===== src/rtl/mcu_control_sequencer.sv =====
`default_nettype none
// ============================================================================
// mcu_control_sequencer : fetch/decode/execute/memory control FSM for the
//                         8-bit MCU datapath; owns the PC and the IR.
// Revision 1.0
// ============================================================================
module mcu_control_sequencer #(
    parameter int PC_WIDTH    = 8,
    parameter int IMM_WIDTH   = 6,
    parameter int INSTR_WIDTH = 16
) (
    input  logic                   clk,
    input  logic                   reset_n,
    input  logic                   start,
    output logic                   imem_req,
    input  logic                   imem_ack,
    input  logic [INSTR_WIDTH-1:0] imem_data,
    output logic [PC_WIDTH-1:0]    pc,
    output logic [IMM_WIDTH-1:0]   imm,
    output logic                   CS,
    output logic [1:0]             alu_op,
    output logic                   alu_src_imm,
    output logic [2:0]             rd_addr,
    output logic [2:0]             rs_addr,
    output logic                   rf_we,
    output logic                   wb_sel,
    output logic                   dmem_req,
    output logic                   dmem_we,
    input  logic                   dmem_ack,
    input  logic                   zero,
    output logic                   halted,
    output logic                   illegal
);

    typedef enum logic [2:0] {
        S_IDLE   = 3'd0,
        S_FETCH  = 3'd1,
        S_DECODE = 3'd2,
        S_EXEC   = 3'd3,
        S_MEM    = 3'd4,
        S_HALT   = 3'd5
    } state_t;

    localparam logic [3:0] OP_NOP  = 4'h0;
    localparam logic [3:0] OP_ADD  = 4'h1;
    localparam logic [3:0] OP_SUB  = 4'h2;
    localparam logic [3:0] OP_AND  = 4'h3;
    localparam logic [3:0] OP_OR   = 4'h4;
    localparam logic [3:0] OP_ADDI = 4'h5;
    localparam logic [3:0] OP_LDI  = 4'h6;
    localparam logic [3:0] OP_LD   = 4'h7;
    localparam logic [3:0] OP_ST   = 4'h8;
    localparam logic [3:0] OP_BEQ  = 4'h9;
    localparam logic [3:0] OP_HALT = 4'hA;

    localparam logic [1:0] ALU_ADD = 2'b00;
    localparam logic [1:0] ALU_SUB = 2'b01;
    localparam logic [1:0] ALU_AND = 2'b10;
    localparam logic [1:0] ALU_OR  = 2'b11;

    localparam int EXT_WIDTH = PC_WIDTH - IMM_WIDTH;

    state_t                   state;
    state_t                   state_next;
    logic [INSTR_WIDTH-1:0]   ir;
    logic [PC_WIDTH-1:0]      pc_next;
    logic [PC_WIDTH-1:0]      pc_inc;
    logic [PC_WIDTH-1:0]      pc_branch;
    logic [PC_WIDTH-1:0]      imm_sext;
    logic [3:0]               opcode;
    logic                     ir_load;
    logic                     illegal_set;
    logic                     illegal_q;

    assign opcode    = ir[15:12];
    assign imm       = ir[IMM_WIDTH-1:0];
    assign rd_addr   = ir[11:9];
    assign imm_sext  = {{EXT_WIDTH{imm[IMM_WIDTH-1]}}, imm};
    assign pc_inc    = pc + PC_WIDTH'(1);
    assign pc_branch = pc_inc + imm_sext;

    // Decoded controls come straight from the IR, so they are valid from
    // DECODE onwards and cannot change until the next fetch completes.
    always_comb begin
        CS          = 1'b0;
        alu_src_imm = 1'b0;
        alu_op      = ALU_ADD;
        rs_addr     = ir[8:6];
        case (opcode)
            OP_ADD:  alu_op = ALU_ADD;
            OP_SUB:  alu_op = ALU_SUB;
            OP_AND:  alu_op = ALU_AND;
            OP_OR:   alu_op = ALU_OR;
            OP_ADDI: begin
                CS          = 1'b1;
                alu_src_imm = 1'b1;
            end
            OP_LDI: begin
                alu_src_imm = 1'b1;
                rs_addr     = 3'd0;
            end
            OP_LD, OP_ST: begin
                CS          = 1'b1;
                alu_src_imm = 1'b1;
            end
            OP_BEQ: begin
                CS     = 1'b1;
                alu_op = ALU_SUB;
            end
            default: ;
        endcase
    end

    always_comb begin
        state_next  = state;
        pc_next     = pc;
        ir_load     = 1'b0;
        illegal_set = 1'b0;
        imem_req    = 1'b0;
        rf_we       = 1'b0;
        wb_sel      = 1'b0;
        dmem_req    = 1'b0;
        dmem_we     = 1'b0;
        case (state)
            S_IDLE: begin
                if (start) begin
                    pc_next    = '0;
                    state_next = S_FETCH;
                end
            end
            S_FETCH: begin
                imem_req = 1'b1;
                if (imem_ack) begin
                    ir_load    = 1'b1;
                    state_next = S_DECODE;
                end
            end
            S_DECODE: state_next = S_EXEC;
            S_EXEC: begin
                case (opcode)
                    OP_ADD, OP_SUB, OP_AND, OP_OR, OP_ADDI, OP_LDI: begin
                        rf_we      = 1'b1;
                        pc_next    = pc_inc;
                        state_next = S_FETCH;
                    end
                    OP_NOP: begin
                        pc_next    = pc_inc;
                        state_next = S_FETCH;
                    end
                    OP_BEQ: begin
                        pc_next    = zero ? pc_branch : pc_inc;
                        state_next = S_FETCH;
                    end
                    OP_LD, OP_ST: state_next = S_MEM;
                    OP_HALT:      state_next = S_HALT;
                    default: begin
                        illegal_set = 1'b1;
                        state_next  = S_HALT;
                    end
                endcase
            end
            S_MEM: begin
                dmem_req = 1'b1;
                dmem_we  = (opcode == OP_ST);
                if (dmem_ack) begin
                    rf_we      = (opcode == OP_LD);
                    wb_sel     = (opcode == OP_LD);
                    pc_next    = pc_inc;
                    state_next = S_FETCH;
                end
            end
            S_HALT:  state_next = S_HALT;
            default: state_next = S_IDLE;
        endcase
    end

    // halted/illegal already show in the EXEC cycle that decides to stop.
    assign halted  = (state == S_HALT) || ((state == S_EXEC) && (state_next == S_HALT));
    assign illegal = illegal_q || illegal_set;

    always_ff @(posedge clk or negedge reset_n) begin
        if (!reset_n) begin
            state     <= S_IDLE;
            pc        <= '0;
            ir        <= '0;
            illegal_q <= 1'b0;
        end else begin
            state <= state_next;
            pc    <= pc_next;
            if (ir_load) begin
                ir <= imem_data;
            end
            if (illegal_set) begin
                illegal_q <= 1'b1;
            end
        end
    end

endmodule
`default_nettype wire


===== config.mk =====
export PLATFORM = sky130hd
export DESIGN_NAME = mcu_control_sequencer
export DESIGN_NICKNAME = d
export VERILOG_FILES = /design/src/rtl/mcu_control_sequencer.sv
export SDC_FILE = /design/constraint.sdc
export NUM_CORES = 1
export LEC_CHECK = 0
export CAP_MARGIN = 20
export CORE_ASPECT_RATIO = 1.25
export CORE_MARGIN = 8
export CORE_UTILIZATION = 39
export DETAILED_ROUTE_END_ITERATION = 8
export GPL_ROUTABILITY_DRIVEN = 0
export MAX_ROUTING_LAYER = met4
export PLACE_DENSITY = 0.69
export SETUP_SLACK_MARGIN = 0.05
export SYNTH_ARGS = -nofsm -noshare
export SYNTH_HDL_FRONTEND = slang
export SYNTH_SLANG_ARGS = --single-unit

===== constraint.sdc =====
create_clock -name clk -period 2.8 [get_ports clk]
set_input_delay 0.42 -clock clk [delete_from_list [all_inputs] [get_ports clk]]
set_output_delay 0.42 -clock clk [all_outputs]
set_load 0.01 [all_outputs]

==> out/results.tsv, run 1 <==
stage	metric	value	unit
outcome	status	finished clean	
hold_path	hold_path_depth	1	
clocking	clkTransAtPathRegs	0.10	ns
drt	first_pass_iters	4	
clocking	clockBufferDepth	2	
floorplanning	dieArea	7908	sq um
floorplanning	core_region_area	5116	sq um
final_layout	final_cell_mix	52 x clkdlybuf4s50_1, 26 x dfrtp_1, 19 x nand2_1	
hold_path	holdPathEnd	illegal_q	
timing	tightest_slew	0.4665	ns
timing	slew_viol_final	0	
drt	wl_met3	145	microns
floorplanning	die_w	81.16	microns
worst_setup_path	regToRegStartpoint	pc[1]	
worst_setup_path	r2r_setup_slack	0.23	ns
floorplanning	core.rowCount	29	
drt	first_iter_violations	48	
timing	skew	0.003037	ns
pwr	p_per_area	997.2	nW/um^2
global_route	antenna_found_initial	0	
final_layout	antenna_cells	0	
timing	slew_headroom	0.6873	
worst_setup_path	crit_fanout	8	
final_layout	final_common_cell	clkdlybuf4s50_1	
final_layout	stdcell_area	2671	sq um
global_route	grt_pass1_vias	1708	
drt	drcViolationCount	0	
floorplanning	die_h	97.45	microns
yosys	syn_nets	251	
clocking	cts-root-buf	clkbuf_8	
yosys	synth_edf_count	0	
timing	fin_crit	2.616	ns
drt	finalWirelength	4925	microns
yosys	synthArstFlopShare	1.000	
yosys	synth_cells	219	
worst_setup_path	path_cells	nand2b_1, or2_1, inv_2, and3_1, a31o_2, clkdlybuf4s50_1	
clocking	cts.sinks	28	
drt	wl_met2	2532	microns
clocking	postCtsHoldBufs	0	
worst_setup_path	r2r_cells	11	
yosys	ys_warn_count	0	
timing	rsz0062_at_grt	false	
yosys	syn_area	2069	sq um
drt	ant_nets	0	
global_route	grt_overflow	0	
final_layout	area_growth	29.08	%
drt	wl_per_cell	15.15	microns
run	maxCapViolCount	0	
final_layout	multiInputGateArea	1216	sq um
drt	viasPerCell	5.200	
hold_path	hold_class	reg -> reg	
global_route	grtUsageTotal	0.1276	
worst_setup_path	cp-end-kind	primary output	
clocking	cts_buffers	3	
final_layout	drive_gt1_frac	0.1787	
drt	routed.top_layer	met4	
worst_setup_path	arrival	2.20	ns
yosys	yosysUniqueCellTypes	56	
clocking	clk_latency	0.28	ns
floorplanning	num_io_pins	53	
pwr	ir_drop	0.4795	mV
worst_setup_path	critPathMaxStageDelay	0.52	ns
worst_setup_path	r2r_end	pc[7]	
yosys	ys_seq_area_frac	0.3386	
timing	clock.fmax	382.3	MHz
worst_setup_path	crit_slowest_cell	clkdlybuf4s50_1	
clocking	htree_levels	1	
timing	setup_violations	0	
floorplanning	start_util	0.4045	
worst_setup_path	crit_required	2.38	ns
global_route	grt_pass1_wl	7969	microns
hold_path	holdCritStartpoint	illegal_q	
global_route	grt_max_degree	29	
worst_setup_path	startpoint_type	register	
pwr	p_leak	1.136	nW
drt	met1Wirelength	2145	microns
final_layout	seqCellArea	703.2	sq um
timing	hold_viol	0	
placed_design	port_buffers	52	
final_layout	fillers	472	
yosys	ys.flop_type	dfrtp_1	
worst_setup_path	path_class	reg -> out	
drt	vias	1690	
timing	period_share	0.9342	
yosys	syn_avg_cell_area	9.450	sq um
placed_design	place_area	2570	sq um
yosys	ys_ff_latch	28	
final_layout	nNetsFinal	296	
placed_design	hpwl	3748	microns
timing	fin_setup_tns	0	ns
clocking	tritoncts	built	
==> through the flow <==
step / power [mW] / utilization / hold slack, ns / setup slack, ns / cells
5_1_grt: 2.875 / 0.5221 / 0.5098 / 0.04350 / 325
2_1_floorplan: 1.880 / - / 0.1244 / 0.1954 / 219
3_5_place_dp: 2.334 / 0.5023 / 0.4594 / 0.1174 / 320
3_3_place_gp: 2.308 / 0.5023 / 0.4521 / 0.1623 / 320
4_1_cts: 2.674 / 0.5163 / 0.4841 / 0.09290 / 324
6_report: 2.664 / 0.5221 / 0.4802 / 0.1844 / 325
==> worst max path at each step <==
stage | startpoint | to | cells after the start
floorplan | pc[0] | pc[7] | 11
global placement | pc[1] | pc[7] | 11
detailed placement | pc[1] | pc[7] | 11
CTS | pc[1] | pc[7] | 11
global route | pc[1] | pc[7] | 11
finish | state[1] | rf_we | 6
==> where the power goes <==
part	internal (mW)	total [mW]	leakage, nW	switching (mW)
combinational	0.835	1.55	0.755	0.717
clock	0.192	0.329	0.0357	0.138
sequential	0.563	0.783	0.345	0.220
==> sequential cells by signal, summed over array words and instances, names as in the netlist <==
name / cells
illegal_q: 1
pc: 8
state: 3
ir: 16
==> critical path: cells and delay by family, from the launching register on <==
| kind | cells | cell delay [ns] |
|---|---|---|
| AO/OA/AOI/OAI | 1 | 0.10 |
| buffers and inverters | 2 | 0.64 |
| AND/OR/NAND/NOR | 3 | 0.69 |
| flip-flops | 1 | 0.48 |
==> repair_timing <==
item	in CTS	in global routing
endpoints found under the hold margin	0	0
gates resized for setup	0	6
setup endpoints to repair	0	2
buffers inserted	0	1
==> per-layer routing <==
layer | vias up | track usage
met5 | - | -
met4 | 0 | 0.05241
met3 | 9 | 0.01296
met2 | 32 | 0.2098
met1 | 792 | 0.1525
li1 | 857 | -
==> synth_stat cells, types with 2 or more instances <==
cell / number / share of area
o21ai_0: 13 / 0.031
nand3b_1: 2 / 0.0073
buf_2: 3 / 0.0073
ha_1: 9 / 0.054
nor2b_1: 6 / 0.018
o31ai_1: 2 / 0.0073
a31o_2: 3 / 0.013
dfrtp_1: 28 / 0.34
inv_1: 9 / 0.016
nand2b_1: 4 / 0.012
a211o_1: 4 / 0.017
xnor2_1: 7 / 0.030
buf_6: 2 / 0.011
nor2_2: 2 / 0.0060
buf_4: 13 / 0.047
a21oi_1: 15 / 0.036
nand3_1: 3 / 0.0073
mux2_2: 14 / 0.076
a22oi_1: 4 / 0.015
xor2_1: 4 / 0.017
a21o_1: 3 / 0.011
nor3_1: 2 / 0.0048
and4_1: 2 / 0.0085
nand2_1: 19 / 0.034
nor2_1: 14 / 0.025
a21o_2: 2 / 0.0085
==> cell families after synthesis <==
family | share of synthesized area
AND/OR/NAND/NOR | 0.1917
AO/OA/AOI/OAI | 0.1947
XOR/XNOR | 0.04655
multiplexers | 0.08102
buffers and inverters | 0.08343
adder cells (fa/ha/maj) | 0.06409
flip-flops | 0.3386
==> final cells by class <==
| type | count | share of cell area |
|---|---|---|
| Inverter | 10 | 0.01405 |
| Timing Repair Buffer | 58 | 0.2117 |
| Clock buffer | 3 | 0.01546 |
| Clock inverter | 1 | 0.01124 |
| Sequential cell | 28 | 0.2632 |
| Tap cell | 62 | 0.02904 |
| Multi-Input combinational cell | 163 | 0.4553 |
Power figures use the tool's default switching activity.
==> run 2: changes to the inputs <==
- GPL_ROUTABILITY_DRIVEN: 0 -> unset
- TNS_END_PERCENT: unset -> 5
==> out/results.tsv, run 2 (synthesized netlist as in run 1, its figures left out) <==
stage	metric	value	unit	change
outcome	status	finished clean		
clocking	postCtsHoldBufs	0		unchanged
drt	first_iter_violations	48		unchanged
drt	wl_per_cell	15.15	microns	unchanged
floorplanning	die_w	81.16	microns	unchanged
final_layout	nNetsFinal	296		unchanged
floorplanning	dieArea	7908	sq um	unchanged
final_layout	layout.cells.non_filler	325		unchanged
final_layout	final_common_cell	clkdlybuf4s50_1		
placed_design	gp_congestion	0.8325		
clocking	cts_buffers	3		unchanged
worst_setup_path	crit_fanout	8		unchanged
worst_setup_path	critPathBufInv	2		unchanged
placed_design	port_buffers	52		unchanged
clocking	cts-root-buf	clkbuf_8		
worst_setup_path	path_class	reg -> out		
placed_design	dp.cells	320		unchanged
drt	finalWirelength	4925	microns	unchanged
global_route	grtUsageTotal	0.1276		unchanged
worst_setup_path	crit_slowest_cell	clkdlybuf4s50_1		
clocking	clockBufferDepth	2		unchanged
drt	first_pass_iters	4		unchanged
placed_design	hpwl	3748	microns	unchanged
timing	period_share	0.9486		+0.01440
worst_setup_path	arrival	2.24	ns	+0.04 ns
timing	fin_crit	2.656	ns	+0.04031 ns
worst_setup_path	critPathMaxStageDelay	0.52	ns	about the same
global_route	antenna_found_initial	0		unchanged
pwr	ir_drop	0.4795	mV	about the same
timing	slew_viol_final	0		unchanged
timing	clock.fmax	376.5	MHz	-1.5%
worst_setup_path	cp-end-kind	primary output		
drt	viasPerCell	5.200		unchanged
timing	hold_viol	0		unchanged
clocking	clk_latency	0.28	ns	about the same
final_layout	final_cell_mix	52 x clkdlybuf4s50_1, 28 x dfrtp_1, 19 x nand2_1		
final_layout	antenna_cells	0		unchanged
clocking	tritoncts	built		
final_layout	largest_reg_flops	16		unchanged
final_layout	drive_gt1_frac	0.1711		-0.007605
floorplanning	core_region_area	5116	sq um	unchanged
pwr	p_per_area	997.0	nW/um^2	about the same
run	maxCapViolCount	0		unchanged
floorplanning	num_io_pins	53		unchanged
timing	rsz0062_at_grt	true		
timing	tightest_slew	0.4665	ns	unchanged
clocking	htree_levels	1		unchanged
worst_setup_path	crit_required	2.38	ns	about the same
hold_path	hold_class	reg -> reg		
drt	ant_nets	0		unchanged
floorplanning	start_util	0.4045		unchanged
final_layout	regMostFlops	ir		
worst_setup_path	path_delay_family	simple AND/OR/NAND/NOR gates		
timing	slew_headroom	0.6873		unchanged
timing	whs	0.4802	ns	unchanged
pwr	p_leak	1.139	nW	+0.25%
timing	skew	0.003039	ns	+0.000002470 ns
global_route	grt_pass1_wl	7969	microns	unchanged
global_route	grt_pass1_vias	1708		unchanged
timing	setup_violations	0		unchanged
global_route	grt_overflow	0		unchanged
floorplanning	die_h	97.45	microns	unchanged
drt	vias	1690		unchanged
final_layout	fillers	474		+0.42%
final_layout	top_regs	ir (16), pc (8), state (3)		
worst_setup_path	path_cells	nand2b_1, or2_1, inv_2, and3_1, a31o_2, clkdlybuf4s50_1		
drt	drcViolationCount	0		unchanged
final_layout	area_growth	28.96	%	about the same
clocking	cts.sinks	28		unchanged
clocking	clkTransAtPathRegs	0.10	ns	about the same
global_route	grt_max_degree	29		unchanged
floorplanning	core.rowCount	29		unchanged
worst_setup_path	startpoint_type	register		
timing	fin_setup_tns	0	ns	unchanged
-- run 2: worst register-to-register path, cell delays in order, from the launching register on --
cell,delay (ns)
dfrtp_1,0.43
ha_4,0.18
nand3_2,0.09
nor2_2,0.11
xor2_1,0.20
ha_1,0.31
a211o_1,0.30
a211o_1,0.24
o211ai_2,0.11
nor4_1,0.09
o41ai_2,0.31
o31ai_1,0.11
-- run 2: final timing paths --
| path | startpoint | to | slack (ns) | cells past startpoint |
|---|---|---|---|---|
| min in group asynchronous | reset_n | ir[11] | 0.51 | 2 |
| max in group asynchronous | reset_n | pc[2] | 2.03 | 2 |
| worst max register to register | pc[1] | pc[7] | 0.23 | 11 |
| worst min-delay path | illegal_q | illegal_q | 0.48 | 1 |
| worst max-delay path | state[1] | rf_we | 0.14 | 6 |
| worst min register to register | illegal_q | illegal_q | 0.48 | 1 |
-- run 2: per-layer routing --
| layer | vias up | part of all wire | track usage |
|---|---|---|---|
| li1 | 857 | - | - |
| met5 | - | 0 | - |
| met1 | 792 | 0.44 | 0.1525 |
| met3 | 9 | 0.029 | 0.01296 |
| met4 | 0 | 0.021 | 0.05241 |
| met2 | 32 | 0.51 | 0.2098 |
-- run 2: layout make-up --
type	count	area (sq um)	area share
sequential	28	700.7	0.2625
multi-input combinational	163	1216	0.4557
timing repair buffer	58	565.5	0.2119
tap	62	77.57	0.02907
clock inverter	1	30.03	0.01125
clock buffer	3	41.29	0.01547
inverter	10	37.54	0.01406
-- run 2: through the flow --
step | setup slack, ns | total power, mW | area (sq um) | util
after floorplan | 0.1954 | 1.880 | 2069 | -
after global placement | 0.1623 | 2.308 | 2570 | 0.5023
after detailed placement | 0.1174 | 2.334 | 2570 | 0.5023
after CTS | 0.09290 | 2.674 | 2641 | 0.5163
after global routing | 0.02288 | 2.872 | 2669 | 0.5216
final | 0.1441 | 2.661 | 2669 | 0.5216
-- run 2: power breakdown --
part,switching (mW),internal [mW],total (mW)
Sequential,0.220,0.560,0.780
Combinational,0.717,0.834,1.55
Clock,0.138,0.192,0.329
-- run 2: timing repair --
action | in CTS | in global routing
resized for setup | 0 | 4
endpoints found under the setup margin | 0 | 2
setup buffers | 0 | 1
==> run 3: changes to the inputs <==
- CORE_UTILIZATION: 39 -> 31
- PLACE_DENSITY: 0.69 -> 0.58
==> out/results.tsv, run 3 (synthesized netlist as in run 1, its figures left out) <==
stage	metric	value	unit	change
final_layout	area_growth	32.35	%	
drt	vias	1723		+2.0%
timing	hold_viol	0		unchanged
floorplanning	core.rowCount	33		+14%
placed_design	place_area	2601	sq um	+1.2%
clocking	htree_levels	1		unchanged
clocking	tritoncts	built		
timing	clock.fmax	377.2	MHz	+0.19%
timing	slew_headroom	0.6798		-0.007447
timing	rsz0062_at_grt	true		
pwr	clkPwrFrac	0.099		-0.025
final_layout	largest_reg_flops	16		unchanged
clocking	clkTransAtPathRegs	0.10	ns	about the same
worst_setup_path	startpoint_type	register		
drt	finalWirelength	5226	microns	+6.1%
drt	first_iter_violations	48		unchanged
timing	fin_setup_tns	0	ns	unchanged
clocking	cts_buffers	3		unchanged
placed_design	gp_congestion	0.8093		-2.8%
final_layout	top_regs	ir (16), pc (8), state (3)		
floorplanning	dieArea	9563	sq um	+21%
pwr	p_per_area	974.6	nW/um^2	-2.3%
outcome	status	finished clean		
clocking	cts-root-buf	clkbuf_8		
clocking	cts.sinks	28		unchanged
clocking	clockBufferDepth	2		unchanged
final_layout	regMostFlops	ir		
pwr	comb_power_share	0.605		+0.022
timing	whs	0.4847	ns	+0.004539 ns
pwr	totalPowerFinal	2.669	mW	+0.31%
global_route	grt_overflow	0		unchanged
timing	setup_violations	0		unchanged
pwr	p_int	1.563	mW	-1.4%
drt	drcViolationCount	0		unchanged
timing	fin_crit	2.651	ns	-0.005174 ns
final_layout	antenna_cells	0		unchanged
global_route	grtUsageTotal	0.1161		-0.01142
worst_setup_path	crit_fanout	4		-4
floorplanning	start_util	0.3172		-0.08728
drt	wl_per_cell	14.80	microns	-2.3%
final_layout	stdcell_area	2739	sq um	+2.6%
worst_setup_path	arrival	2.81	ns	+0.57 ns
placed_design	hpwl	3916	microns	+4.5%
worst_setup_path	crit_required	2.96	ns	+0.58 ns
hold_path	hold_class	reg -> reg		
final_layout	nNetsFinal	299		+1.0%
placed_design	port_buffers	52		unchanged
pwr	switching_share	0.4143		+0.01041
final_layout	fin_util	0.4198		-0.1018
floorplanning	die_h	107.4	microns	+10%
drt	first_pass_iters	4		unchanged
global_route	grt_max_degree	29		unchanged
final_layout	final_common_cell	clkdlybuf4s50_1		
clocking	clk_latency	0.28	ns	about the same
timing	slew_viol_final	0		unchanged
run	maxCapViolCount	0		unchanged
floorplanning	core_region_area	6524	sq um	+28%
final_layout	final_cell_mix	52 x clkdlybuf4s50_1, 26 x dfrtp_1, 19 x nand2_1		
pwr	p_leak	1.150	nW	+0.95%
timing	period_share	0.9467		-0.001848
global_route	grt_pass1_wl	8549	microns	+7.3%
floorplanning	num_io_pins	53		unchanged
timing	tightest_slew	0.4776	ns	+0.01111 ns
drt	ant_nets	0		unchanged
final_layout	drive_gt1_frac	0.2030		+0.03190
drt	viasPerCell	4.881		-6.1%
worst_setup_path	cp-end-kind	register		
pwr	p_sw	1.106	mW	+2.9%
timing	skew	0.005913	ns	+0.002874 ns
floorplanning	die_w	89.08	microns	+9.8%
pwr	pwr-share-seq	0.296		+0.003
global_route	grt_pass1_vias	1809		+5.9%
pwr	ir_drop	0.4863	mV	+1.4%
global_route	antenna_found_initial	0		unchanged
worst_setup_path	path_class	reg -> reg		
-- run 3: final timing paths --
kind	start	end	slack [ns]	cells past startpoint
max	pc[1]	pc[7]	0.15	11
min	illegal_q	illegal_q	0.48	1
max reg2reg	pc[1]	pc[7]	0.15	11
min reg2reg	illegal_q	illegal_q	0.48	1
max in group asynchronous	reset_n	state[1]	1.98	2
min in group asynchronous	reset_n	ir[8]	0.50	2
-- run 3: layer usage --
metal	routed length (microns)	share of wire	vias up	GRT usage
met2	2581	0.49	34	0.1916
met1	2366	0.45	814	0.1385
met5	0	0	-	-
met3	156	0.030	9	0.01375
li1	-	-	866	-
met4	121	0.023	0	0.04768
-- run 3: cell type report --
| class | instances | area, sq um |
|---|---|---|
| Clock buffer | 4 | 55.05 |
| Fill cell | 696 | 3785 |
| Multi-Input combinational cell | 163 | 1246 |
| Sequential cell | 28 | 703.2 |
| Inverter | 10 | 37.54 |
| Timing Repair Buffer | 61 | 588.1 |
| Tap cell | 87 | 108.9 |
-- run 3: power by group through the flow --
stage | clock (mW) | sequential (mW) | combinational (mW)
2_1_floorplan | 0 | 0.664 | 1.22
3_3_place_gp | 0 | 0.783 | 1.54
3_5_place_dp | 0 | 0.788 | 1.55
4_1_cts | 0.277 | 0.781 | 1.56
5_1_grt | 0.291 | 0.827 | 1.77
6_report | 0.264 | 0.789 | 1.62
-- run 3: repair_timing --
action                                  in CTS  in global routing
hold buffers                                 0                  0
endpoints found under the setup margin       1                  2
pin swaps                                    0                  4
buffers inserted                             0                  4
gates resized for setup                      1                 10
-- run 3: critical path: stages (launching register included) --
cell and delay [ns]:
dfrtp_1 0.45, ha_4 0.19, nand3_2 0.09, nor2_2 0.14, xor2_2 0.17, ha_1 0.30, a211o_1 0.31, a211o_1 0.30
o211ai_4 0.11, nor4_2 0.06, o41ai_2 0.30, o31ai_1 0.11
-- run 3: metrics by stage --
step / instances / setup WS [ns]
4_1_cts: 349 / 0.07106
2_1_floorplan: 219 / 0.1954
3_3_place_gp: 345 / 0.1547
3_5_place_dp: 345 / 0.08692
5_1_grt: 353 / 0.02142
6_report: 353 / 0.1492
==> edit, RTL diff (config.mk and constraints of run 2) <==
Change the parameter `PC_WIDTH` from 8 to 6.
--- a/src/rtl/mcu_control_sequencer.sv
+++ b/src/rtl/mcu_control_sequencer.sv
@@ -7,3 +7,3 @@
 module mcu_control_sequencer #(
-    parameter int PC_WIDTH    = 8,
+    parameter int PC_WIDTH    = 6,
     parameter int IMM_WIDTH   = 6,
Ports: changed (resized pc); port bits go from 53 to 51. The function was not compared with the original's and may differ.
==> edit against run 2 <==
  * Power up 1.7%
  * Wire length decreased by 14%
  * Die area decreased by 12%
  * Core utilization rose by 1.3 points
  * Via count is 10% lower
  * Critical path depth is 1 lower
  * Hold slack improved by 0.0031 ns
  * Sequential cell count down 2
  * Largest cell class unchanged
  * Setup slack better by 0.10 ns
  * Design area fell by 12%
  * Synthesized area decreased by 15%
==> edit: results (changes against run 2) <==
Pwr
  • IR Drop Worst-Case VDD: 0.000458 V (-4.5%)
  • Leakage: 0.977 nW (-14%)

GRT
  • First-pass GRT wire length: 7200 um (-9.6%)
  • Number of global-route vias before repair: 1575 (-7.8%)
  • Tot GR Track Use: 12.5% (-0.30 points)
  • Largest net degree at the start of global routing: 27 (-6.9%)

Timing
  • Hold Slack: 0.483 ns (+0.00310 ns)
  • Worst clock skew: 0.00168 ns (-0.00136 ns)
  • Worst slew margin: 68.7% (about the same)

Cells and area
  • Layout net count: 266 (-10%)
  • Share of cells above drive strength 1: 15.7% (-1.4 points)
  • FILL cells: 424 (-11%)
  • Biggest regs: ir (16), pc (6), state (3)
  • Area of the multi-input gates: 947 um2 (-22%)

Placement
  • Placed cells: 290 (-9.4%)
  • Placed inst area: 2280 um2 (-11%)
  • Buffers on Ports: 50 (-3.8%)
  • Pre-CTS setup slack: 0.258 ns (+0.141 ns)
  • Gpl congestion: 0.829 (-0.46%)
  • Hpwl dp: 3270 um (-13%)

Drt
  • First-iteration detailed-routing DRC count: 53 (+10%)
  • Vias/cell: 5.15 (-0.97%)
  • Final wirelength: 4220 um (-14%)
  • Per-cell routed wire length: 14.3 um (-5.4%)

Setup path
  • CP startpoint: state[0]
  • Worst reg2reg path startpoint: pc[1]
  • Slowest CP cell: dfrtp_2
  • R2R depth: 9 (-2)
  • Family with the most delay on the worst path: simple AND/OR/NAND/NOR gates
  • CP max FO: 9 (+1)
  • Critical Path Max Stage Delay: 0.47 ns (-0.05 ns)

Synthesis
  • Mapped Nets: 220 (-12%)
  • YS warnings: 0 (unchanged)
  • Commonest cells post-synth: dfrtp_1, nor2_1, o21ai_0, nand2_1, mux2_2
  • Sequential element share of the synthesized area: 36.8% (+2.9 points)
  • Unique masters post-synth: 45 (-20%)
  • Post-Synthesis Cells: 191 (-13%)
  • Synth top area cells: dfrtp_1, mux2_2, buf_4

Min path
  • Hold Startpoint: illegal_q

Run status
  • Outcome: complete, no violations
-- edit: cell count changes after synthesis, sizes merged, moves of 4 or more --
cell / change
nand2: -4
a22oi: -4
a21oi: -6
xnor2: -4
-- edit: power by group --
group | internal, mW | switching, mW
clock | 0.191 | 0.130
combinational | 0.874 | 0.770
sequential | 0.554 | 0.186
total | 1.62 | 1.09
-- edit: layout make-up --
cell class | instances | area share (%)
tap | 58 | 3.09
sequential | 26 | 27.8
inverter | 10 | 1.60
timing repair buffer | 59 | 24.1
clock buffer | 3 | 1.76
multi-input combinational | 137 | 40.3
clock inverter | 1 | 1.28
-- edit: worst max path at each step --
stage / to / slack, ns / depth (start not counted)
4_1_cts: halted / 0.24 / 5
3_3_place_gp: halted / 0.27 / 5
3_5_place_dp: halted / 0.26 / 5
2_1_floorplan: pc[5] / 0.45 / 9
5_1_grt: pc[5] / 0.14 / 9
6_report: halted / 0.25 / 5
-- edit: metal layers --
layer / part of all wire [%] / global-route usage (%) / up-vias
met1: 45 / 14.2 / 726
li1: - / - / 757
met5: 0 / - / -
met4: 1.4 / 4.82 / 0
met2: 51 / 21.3 / 25
met3: 2.4 / 2.07 / 6
-- edit: timing repair --
action,4_1_cts,5_1_grt
hold endpoints to repair,0,0
gates resized for setup,4,0
hold buffers,0,0
setup endpoints to repair,1,0
-- edit: kinds of logic after synthesis --
group                      Yosys count  synth area share, %
AOI/OAI and AO/OA                   50                 18.6
xor gates and xnor gates             5                 2.48
adders and majority gates            7                 5.38
buffers and inverters               28                 9.63
DFF                                 26                 36.8
muxes                               14                 8.92
and+or+nand+nor                     61                 18.2
